===== config.mk =====
export PLATFORM = sky130hd
export DESIGN_NAME = display_scroll_ctrl
export DESIGN_NICKNAME = d
export VERILOG_FILES = /design/src/rtl/display_scroll_ctrl.sv
export SDC_FILE = /design/constraint.sdc
export NUM_CORES = 1
export LEC_CHECK = 0
export CAP_MARGIN = 20
export CORE_MARGIN = 1
export CORE_UTILIZATION = 54
export CTS_CLUSTER_DIAMETER = 50
export DETAILED_ROUTE_END_ITERATION = 10
export GPL_ROUTABILITY_DRIVEN = 1
export GPL_TIMING_DRIVEN = 0
export HOLD_SLACK_MARGIN = 0.1
export PLACE_DENSITY = 0.83
export SLEW_MARGIN = 20
export SYNTH_ARGS = -nofsm -noshare
export SYNTH_HDL_FRONTEND = slang
export SYNTH_SLANG_ARGS = --single-unit
export TNS_END_PERCENT = 5

===== constraint.sdc =====
create_clock -name CLOCK_50 -period 3.3 [get_ports CLOCK_50]
set_clock_uncertainty 0.2 [all_clocks]
set_input_delay 0.66 -clock CLOCK_50 [delete_from_list [all_inputs] [get_ports CLOCK_50]]
set_output_delay 0.66 -clock CLOCK_50 [all_outputs]
set_load 0.005 [all_outputs]

===== src/rtl/display_scroll_ctrl.sv =====
// display_scroll_ctrl
//   Drives four 2-bit character decoders on HEX0..HEX3. The decoders use the
//   U / 7 / 2 / 3 alphabet. A short message is entered from the switches, one
//   character per LOAD strobe. The message is then scrolled across the digits,
//   advancing one position every TICK_DIV clocks. All outputs are registered,
//   so they show the state from the previous cycle.
//
//   Optional feature: define SCROLL_DIR_EN to add the DIR input. With DIR = 1
//   the message scrolls the other way.
//
// Ports
//   CLOCK_50  in   system clock, rising edge
//   RESET     in   synchronous, active-high reset
//   SW_CODE   in   2-bit character to append (00 U, 01 7, 10 2, 11 3)
//   LOAD      in   strobe: append SW_CODE (IDLE only, ignored when full)
//   START     in   strobe: start scrolling from IDLE, or resume from HOLD
//   STOP      in   strobe: freeze scrolling (RUN -> HOLD)
//   CLEAR     in   strobe: empty the message and return to IDLE
//   DIR       in   scroll direction, 1 = decrement (only with SCROLL_DIR_EN)
//   C_OUT     out  digit k code at [2k+1:2k], digit 0 = HEX0 (rightmost)
//   BLANK     out  1 = digit k dark
//   BUSY      out  1 while scrolling
//   FULL      out  1 when the message buffer holds MSG_LEN characters
module display_scroll_ctrl #(
    parameter int unsigned TICK_DIV   = 25_000_000,
    parameter int unsigned NUM_DIGITS = 4,
    parameter int unsigned MSG_LEN    = 8
) (
    input  logic                    CLOCK_50,
    input  logic                    RESET,
    input  logic [1:0]              SW_CODE,
    input  logic                    LOAD,
    input  logic                    START,
    input  logic                    STOP,
    input  logic                    CLEAR,
`ifdef SCROLL_DIR_EN
    input  logic                    DIR,
`endif
    output logic [2*NUM_DIGITS-1:0] C_OUT,
    output logic [NUM_DIGITS-1:0]   BLANK,
    output logic                    BUSY,
    output logic                    FULL
);

    localparam int unsigned CW = $clog2(MSG_LEN + 1);
    localparam int unsigned PW = $clog2(TICK_DIV);
    localparam int unsigned AW = (MSG_LEN > 1) ? $clog2(MSG_LEN) : 1;
    // Wide enough for offset + digit index before the wrap subtract.
    localparam int unsigned IW = $clog2(MSG_LEN + NUM_DIGITS) + 1;

    localparam logic [CW-1:0] MsgLenC  = CW'(MSG_LEN);
    localparam logic [PW-1:0] TickLast = PW'(TICK_DIV - 1);

    typedef enum logic [1:0] {StIdle, StRun, StHold} state_e;

    state_e        r_state, w_state_d;
    logic [CW-1:0] r_count, w_count_d;
    logic [CW-1:0] r_wr_ptr, w_wr_ptr_d;
    logic [CW-1:0] r_offset, w_offset_d;
    logic [PW-1:0] r_presc, w_presc_d;
    logic [1:0]    r_msg [MSG_LEN];
    logic          w_msg_we;

    logic [2*NUM_DIGITS-1:0] r_c_out, w_c_out;
    logic [NUM_DIGITS-1:0]   r_blank, w_blank;
    logic                    r_busy, r_full;

    logic          w_full;
    logic          w_dir;
    logic [CW-1:0] w_offset_inc, w_offset_dec, w_offset_step;

    assign w_full = (r_count == MsgLenC);

`ifdef SCROLL_DIR_EN
    assign w_dir = DIR;
`else
    assign w_dir = 1'b0;
`endif

    // Modulo-count stepping without a divider: offset is always < count.
    assign w_offset_inc  = (r_offset + CW'(1) == r_count) ? '0 : r_offset + CW'(1);
    assign w_offset_dec  = (r_offset == '0) ? r_count - CW'(1) : r_offset - CW'(1);
    assign w_offset_step = w_dir ? w_offset_dec : w_offset_inc;

    // Next-state logic. Priority is CLEAR > STOP > START > LOAD.
    always_comb begin
        w_state_d  = r_state;
        w_count_d  = r_count;
        w_wr_ptr_d = r_wr_ptr;
        w_offset_d = r_offset;
        w_presc_d  = r_presc;
        w_msg_we   = 1'b0;

        if (CLEAR) begin
            w_state_d  = StIdle;
            w_count_d  = '0;
            w_wr_ptr_d = '0;
            w_offset_d = '0;
            w_presc_d  = '0;
        end else begin
            case (r_state)
                StIdle: begin
                    if (!STOP) begin
                        if (START && (r_count != '0)) begin
                            w_state_d  = StRun;
                            w_offset_d = '0;
                            w_presc_d  = '0;
                        end else if (LOAD && !w_full) begin
                            w_msg_we   = 1'b1;
                            w_wr_ptr_d = r_wr_ptr + CW'(1);
                            w_count_d  = r_count + CW'(1);
                        end
                    end
                end
                StRun: begin
                    if (STOP) begin
                        w_state_d = StHold;
                    end else if (r_presc == TickLast) begin
                        w_presc_d  = '0;
                        w_offset_d = w_offset_step;
                    end else begin
                        w_presc_d = r_presc + PW'(1);
                    end
                end
                StHold: begin
                    // Prescaler is left as is, so the current step resumes part-way.
                    if (!STOP && START) begin
                        w_state_d = StRun;
                    end
                end
                default: begin
                    w_state_d = StIdle;
                end
            endcase
        end
    end

    // Display mapping: digit k shows msg[(offset + k) mod count]. The sum is
    // below 2*count, so a single compare/subtract wraps it.
    for (genvar g = 0; g < NUM_DIGITS; g++) begin : g_digit
        logic [IW-1:0] w_sum;
        logic [AW-1:0] w_idx;
        logic          w_show;

        assign w_sum  = IW'(r_offset) + IW'(g);
        assign w_idx  = AW'((w_sum >= IW'(r_count)) ? w_sum - IW'(r_count) : w_sum);
        assign w_show = (IW'(g) < IW'(r_count));

        assign w_c_out[2*g +: 2] = w_show ? r_msg[w_idx] : 2'b00;
        assign w_blank[g]        = ~w_show;
    end

    always_ff @(posedge CLOCK_50) begin
        if (RESET) begin
            r_state  <= StIdle;
            r_count  <= '0;
            r_wr_ptr <= '0;
            r_offset <= '0;
            r_presc  <= '0;
            r_c_out  <= '0;
            r_blank  <= '1;
            r_busy   <= 1'b0;
            r_full   <= 1'b0;
        end else begin
            r_state  <= w_state_d;
            r_count  <= w_count_d;
            r_wr_ptr <= w_wr_ptr_d;
            r_offset <= w_offset_d;
            r_presc  <= w_presc_d;
            r_c_out  <= w_c_out;
            r_blank  <= w_blank;
            r_busy   <= (r_state == StRun);
            r_full   <= w_full;
        end
    end

    // The buffer is not reset: count = 0 hides any stale characters.
    always_ff @(posedge CLOCK_50) begin
        if (w_msg_we) begin
            r_msg[r_wr_ptr[AW-1:0]] <= SW_CODE;
        end
    end

    assign C_OUT = r_c_out;
    assign BLANK = r_blank;
    assign BUSY  = r_busy;
    assign FULL  = r_full;

endmodule

==> results of run 1 <==
-- power by group --
group / internal, mW / switching (mW) / total [mW] / leakage, nW
logic: 0.0355 / 0.0484 / 0.0838 / 1.05
clock network: 0.338 / 0.309 / 0.647 / 0.0985
registers: 0.854 / 0.00317 / 0.857 / 0.565
total: 1.23 / 0.361 / 1.59 / 1.71
-- tightest hold or removal path, stage by stage (launching register included) --
cell	delay [ns]
dfxtp_1	0.34
nand2_1	0.06
a21oi_1	0.05
-- cells in the mapped netlist (3+ instances only) --
| cell | count | area [sq um] |
|---|---|---|
| nand2b_1 | 6 | 37.5 |
| xor2_1 | 14 | 123 |
| nor2b_1 | 3 | 18.8 |
| xnor2_1 | 12 | 105 |
| ha_1 | 21 | 263 |
| fa_1 | 4 | 80.1 |
| nor2_1 | 49 | 184 |
| mux2_2 | 7 | 78.8 |
| nand2_1 | 32 | 120 |
| nor3_1 | 9 | 45.0 |
| nand4b_1 | 3 | 26.3 |
| a21oi_1 | 26 | 130 |
| nand3_1 | 13 | 65.1 |
| and3_1 | 5 | 31.3 |
| o22ai_1 | 3 | 18.8 |
| clkbuf_1 | 8 | 30.0 |
| dfxtp_1 | 52 | 1040 |
| nand4_1 | 7 | 43.8 |
| mux2i_1 | 46 | 460 |
| or2_2 | 3 | 18.8 |
| inv_1 | 19 | 71.3 |
| nor4_1 | 4 | 25.0 |
| a31oi_1 | 3 | 18.8 |
| edfxtp_1 | 16 | 480 |
| o21ai_0 | 16 | 80.1 |
| buf_2 | 4 | 20.0 |
-- path summary, 6_finish.rpt --
path          startpoint          end  slack [ns]
max          r_offset[0]     C_OUT[6]        0.08
min          r_presc[12]  r_presc[12]        0.30
max reg2reg  r_offset[0]     C_OUT[6]        0.08
min reg2reg  r_presc[12]  r_presc[12]        0.30
-- state kept, by name (all words and copies together) (netlist names) --
register  cells
r_state       2
BUSY          1
r_count       4
r_offset      4
C_OUT         8
r_presc      25
r_wr_ptr      3
FULL          1
BLANK         4
r_msg        16
-- layout make-up --
type	instances	share of cell area
flip-flops and latches	68	0.326
multi-input cells	333	0.529
clock inverters	3	0.00401
clock buffers	13	0.0364
repair buffers	23	0.0481
plain buffers	13	0.0152
well taps	99	0.0265
inverters	19	0.0152
-- routing by layer --
metal	track usage	share of wire	vias up	wire length, um
met1	0.294	0.43	1598	3900
met2	0.429	0.52	62	4720
met4	0.110	0.022	0	198
met3	0.0466	0.037	17	336
li1	-	-	1624	-
met5	0	0	-	0
-- kinds of logic after synthesis --
logic type      count (synthesis)  synth area share
xor+xnor                       26            0.0559
fa+ha+maj                      25            0.0842
mux                            56             0.144
flops                          68             0.374
compound gates                 74             0.123
simple gates                  152             0.187
buf+inv                        32            0.0326
-- cells in the final DEF (no fill, tap or decap), types with 16 or more instances in the layout --
master / instances
dfxtp_1: 49
nor2_1: 49
mux2i_1: 45
nand2_1: 32
a21oi_1: 25
clkdlybuf4s50_1: 21
ha_1: 18
inv_1: 17
o21ai_0: 16
edfxtp_1: 16
-- timing repair --
action | in CTS | in global routing
pin swaps | 1 | 1
setup buffers | 1 | 1
hold endpoints to repair | 0 | 0
endpoints found under the setup margin | 8 | 22
gates resized for setup | 6 | 12
==> flow_summary_export.csv, run 1 <==
group,metric,value,unit
finish,fin_util,0.645,
cts,ctsRootBufferMaster,"clkbuf_8",
place,gp_congestion,0.894,
detailed_routing,detail_route.vias_per_cell,5.78,
die,coreArea,7250,sq um
die,rows,31,
cts,htree_levels,3,
finish,nFillCells,577,
setup_path,endpoint_kind,"flop",
finish,instances_no_fill,571,
synth,synth-main-ff-cell,"dfxtp_1",
cts,cts_sinks,68,
detailed_routing,drc_errors,0,
cts,postCtsHoldBufs,0,
place,hpwl,6.84,mm
detailed_routing,num_vias,3301,
place,place_area,4410,sq um
synth,synthesis.area,4070,sq um
run_status,status,"completed",
sta,fin_crit,3.22,ns
power_and_ir_drop,p_total,1.59,mW
synth,ys.warnings.count,0,
synth,synthCells,433,
detailed_routing,antenna_left,0,
setup_path,reg2regPathDepth,13,
global_route,grt_max_degree,12,
setup_path,cp_top_family,"multiplexers",
finish,final-seq-area,1530,sq um
job,cap_violations,0,
cts,clock_path_buffers,2,
setup_path,critPathMaxFanout,8,
synth,synth-seq-cells,68,
die,die_w,88.8,um
finish,layout-drive-gt1-share,0.125,
setup_path,crit_top_cell,"mux2_2",
finish,multi_input_area,2470,sq um
global_route,grt_usage,0.246,
cts,cts_tree,"yes",
sta,finalCritPeriodShare,0.976,
global_route,overflow,0,
finish,design_area,4680,sq um
power_and_ir_drop,p_leak,1.71,nW
sta,setup_tns,0,ns
synth,ys_types,61,
sta,max-slew-margin-rel,0.507,
min_path,min_path_type,"flop to flop",
sta,max_freq,0.311,GHz
sta,setup_ws,0.0803,ns
sta,rsz0062_at_grt,"yes",
synth,syn_avg_cell_area,9.41,sq um
place,io_buffers,21,
detailed_routing,wire_per_inst,16.0,um
power_and_ir_drop,powerDensity,339,nW/um^2
global_route,grt_pass1_wl,14.6,mm
die,ioPinCount,22,
setup_path,crit_buf_inv,4,
setup_path,path_class,"flop to flop",
global_route,antenna_found_initial,0,
setup_path,crit_required,3.38,ns
sta,hold_viol,0,
sta,drv_slew,0,
power_and_ir_drop,ir_drop,0.243,mV
finish,n_antenna_cell,0,
sta,worstMarginPinSlew,0.736,ns
setup_path,crit_chain,"clkbuf_8 -> inv_1 -> ha_2 -> inv_2 -> ha_1 -> a21oi_1 -> o21ai_1 -> a211oi_2 -> mux2_2 -> buf_6 -> mux2i_1 -> mux2_2 -> o22ai_1",
detailed_routing,wl,9.16,mm
synth,synth_edf_count,16,
die,start_util,0.561,
synth,syn-num-nets,466,
die,die_area,7890,sq um
synth,ys_seq_area_frac,0.374,
sta,timing.hold.ws,0.296,ns
setup_path,max_stage_delay,0.40,ns
setup_path,cp-start-kind,"flop",
die,die_h,88.8,um
finish,fin_nets,500,
cts,cts_made_buffers,9,
finish,area_growth_syn_to_layout,14.9,%
detailed_routing,first_pass_iters,4,
cts,clk_transition_reported_paths,0.07,ns
place,pre_cts_slack,-0.322,ns
sta,setup-violations-final,0,
global_route,grt_pass1_vias,3197,
place,post-place-cells,553,
synth,async_reset_ff_frac,0,
min_path,hold_depth,2,
cts,insertion_delay,0.35,ns
setup_path,cp.arrival,3.30,ns
detailed_routing,drtIter0Drc,131,
setup_path,crit_slowest_cell,"ha_2",
setup_path,cp.depth,13,
No activity file was read; power rests on OpenSTA's default activity.
==> inputs of run 2 (changes only) <==
--- a/config.mk
+++ b/config.mk
@@ -6,14 +6,15 @@
 export NUM_CORES = 1
 export LEC_CHECK = 0
 export CAP_MARGIN = 20
+export CORE_ASPECT_RATIO = 0.75
 export CORE_MARGIN = 1
-export CORE_UTILIZATION = 54
+export CORE_UTILIZATION = 49
 export CTS_CLUSTER_DIAMETER = 50
 export DETAILED_ROUTE_END_ITERATION = 10
 export GPL_ROUTABILITY_DRIVEN = 1
 export GPL_TIMING_DRIVEN = 0
 export HOLD_SLACK_MARGIN = 0.1
-export PLACE_DENSITY = 0.83
+export PLACE_DENSITY = 0.77
 export SLEW_MARGIN = 20
 export SYNTH_ARGS = -nofsm -noshare
 export SYNTH_HDL_FRONTEND = slang
==> run 2 against run 1 <==
  * Final cell count is 1.2% higher
  * Clock power is 7.4% higher
  * Worst hold slack worse by 0.0031 ns
  * Total power is 3.1% higher
  * Fmax is 2.4% lower
  * Critical path depth is 1 higher
  * Sequential power hardly changed
  * Die area is 10% higher
  * Count of clock-buffer cells in the layout is 4 lower
  * Non-clock buffer count is 1 higher
  * Largest cell class unchanged
  * Highest routed layer unchanged
==> flow_summary_export.csv, run 2 (synthesis results as in run 1) <==
group,metric,value,unit
cts,cts_sinks,68,
cts,htree_levels,3,
global_route,overflow,0,
cts,clock_path_buffers,2,
sta,setup-violations-final,0,
detailed_routing,wire_per_inst,16.6,um
global_route,grt_pass1_wl,15.2,mm
finish,top_register,"r_presc",
setup_path,cp-start-kind,"flop",
detailed_routing,wl,9.61,mm
sta,max_freq,0.303,GHz
sta,drv_slew,0,
sta,finalCritPeriodShare,1.00,
detailed_routing,detail_route.vias_per_cell,5.85,
global_route,grt_pass1_vias,3135,
power_and_ir_drop,p_leak,1.73,nW
detailed_routing,drc_errors,0,
finish,design_area,4710,sq um
finish,n_antenna_cell,0,
die,rows,28,
job,cap_violations,0,
cts,ctsRootBufferMaster,"clkbuf_8",
setup_path,cp.arrival,3.37,ns
die,die_area,8680,sq um
setup_path,critPathMaxFanout,8,
finish,area_growth_syn_to_layout,15.8,%
sta,worstMarginPinSlew,0.843,ns
sta,rsz0062_at_grt,"yes",
min_path,hold_depth,1,
cts,postCtsHoldBufs,0,
setup_path,crit_required,3.37,ns
die,ioPinCount,22,
setup_path,rrSetupSlack,0.001,ns
min_path,hold_end,"FULL",
finish,final_common_cell,"dfxtp_1",
setup_path,path_class,"flop to flop",
global_route,grt_usage,0.227,
finish,largest_reg_flops,25,
finish,fin_nets,501,
run_status,status,"completed",
sta,setup_tns,0,ns
place,io_buffers,21,
cts,clk_transition_reported_paths,0.08,ns
die,die_w,107,um
finish,fin_util,0.590,
sta,hold_viol,0,
setup_path,reg2regPathDepth,14,
finish,layout_common_cells,"dfxtp_1 (50), nor2_1 (49), mux2i_1 (46), nand2_1 (32), a21oi_1 (25)",
place,place_area,4410,sq um
cts,insertion_delay,0.35,ns
power_and_ir_drop,ir_drop,0.278,mV
finish,nFillCells,693,
cts,cts_made_buffers,9,
min_path,min_path_type,"flop to flop",
detailed_routing,drtIter0Drc,251,
setup_path,r2r-start,"r_offset[0]",
detailed_routing,num_vias,3381,
die,start_util,0.510,
detailed_routing,antenna_left,0,
power_and_ir_drop,p_total,1.64,mW
die,coreArea,7990,sq um
min_path,hold_start,"r_count[3]",
setup_path,r2r_end,"C_OUT[7]",
die,die_h,81.0,um
finish,layout-drive-gt1-share,0.121,
cts,cts_tree,"yes",
global_route,grt_max_degree,14,
power_and_ir_drop,powerDensity,347,nW/um^2
setup_path,endpoint_kind,"flop",
global_route,antenna_found_initial,0,
place,gp_congestion,0.910,
sta,max-slew-margin-rel,0.435,
detailed_routing,first_pass_iters,5,
sta,fin_crit,3.30,ns
place,hpwl,7.09,mm
[run 2: cell types whose count changed in the layout (fill, tap and decap cells not counted), sizes merged]
cell / previous run / this run
clkbuf: 21 / 17
clkinv: 3 / 4
buf: 7 / 8
inv: 19 / 21
bufinv: 0 / 1
[run 2: per-layer routing]
| metal | up-vias | routed length (um) | track usage |
|---|---|---|---|
| met4 | 0 | 119 | 0.0658 |
| met2 | 134 | 4460 | 0.373 |
| met3 | 13 | 603 | 0.0417 |
| met1 | 1610 | 4430 | 0.307 |
| li1 | 1624 | - | - |
| met5 | - | 0 | 0 |
[run 2: final cells by class]
type	count	area, sq um	share of cell area
clock buffers	9	124	0.0263
flip-flops and latches	68	1520	0.323
clock inverters	7	75.1	0.0159
inverters	19	71.3	0.0151
multi-input cells	333	2470	0.524
repair buffers	24	245	0.0520
plain buffers	13	71.3	0.0151
well taps	105	131	0.0279
[run 2: power by group]
group          total (mW)  internal [mW]  leakage (nW)  switching [mW]
clock               0.695          0.354         0.104           0.341
sequential          0.856          0.853         0.564         0.00317
combinational      0.0863         0.0367          1.06          0.0496
total                1.64           1.24          1.73           0.394
[run 2: worst max path at each step]
| stage | start | end | slack, ns |
|---|---|---|---|
| 6_report | r_offset[0] | C_OUT[7] | 0.001 |
| 3_3_place_gp | r_offset[0] | C_OUT[7] | -0.29 |
| 2_1_floorplan | r_offset[0] | C_OUT[7] | 0.12 |
| 4_1_cts | r_offset[1] | C_OUT[7] | 0.01 |
| 3_5_place_dp | r_offset[0] | C_OUT[7] | -0.33 |
| 5_1_grt | r_offset[1] | C_OUT[5] | -0.06 |
[run 2: timing repair]
action,4_1_cts,5_1_grt
gates resized for setup,7,9
pin swaps,1,0
endpoints found under the setup margin,8,26
buffers inserted,1,2
endpoints found under the hold margin,0,0
[run 2: worst max-delay path, cell delays in order (launching register included)]
cell,delay [ns]
dfxtp_2,0.37
clkbuf_8,0.17
inv_1,0.11
ha_2,0.23
xnor2_2,0.14
ha_1,0.33
a21oi_1,0.13
o21ai_1,0.09
a211oi_2,0.19
buf_4,0.17
mux2_1,0.36
buf_6,0.16
mux2i_1,0.11
mux2_2,0.27
o22ai_1,0.18
[run 2: metrics by stage]
stage	setup slack (ns)	std cells	hold slack, ns
after floorplan	0.117	433	0.262
after global placement	-0.287	559	0.275
after detailed placement	-0.328	559	0.291
after CTS	0.0127	576	0.300
after global routing	-0.0632	578	0.320
final	0.00109	578	0.293
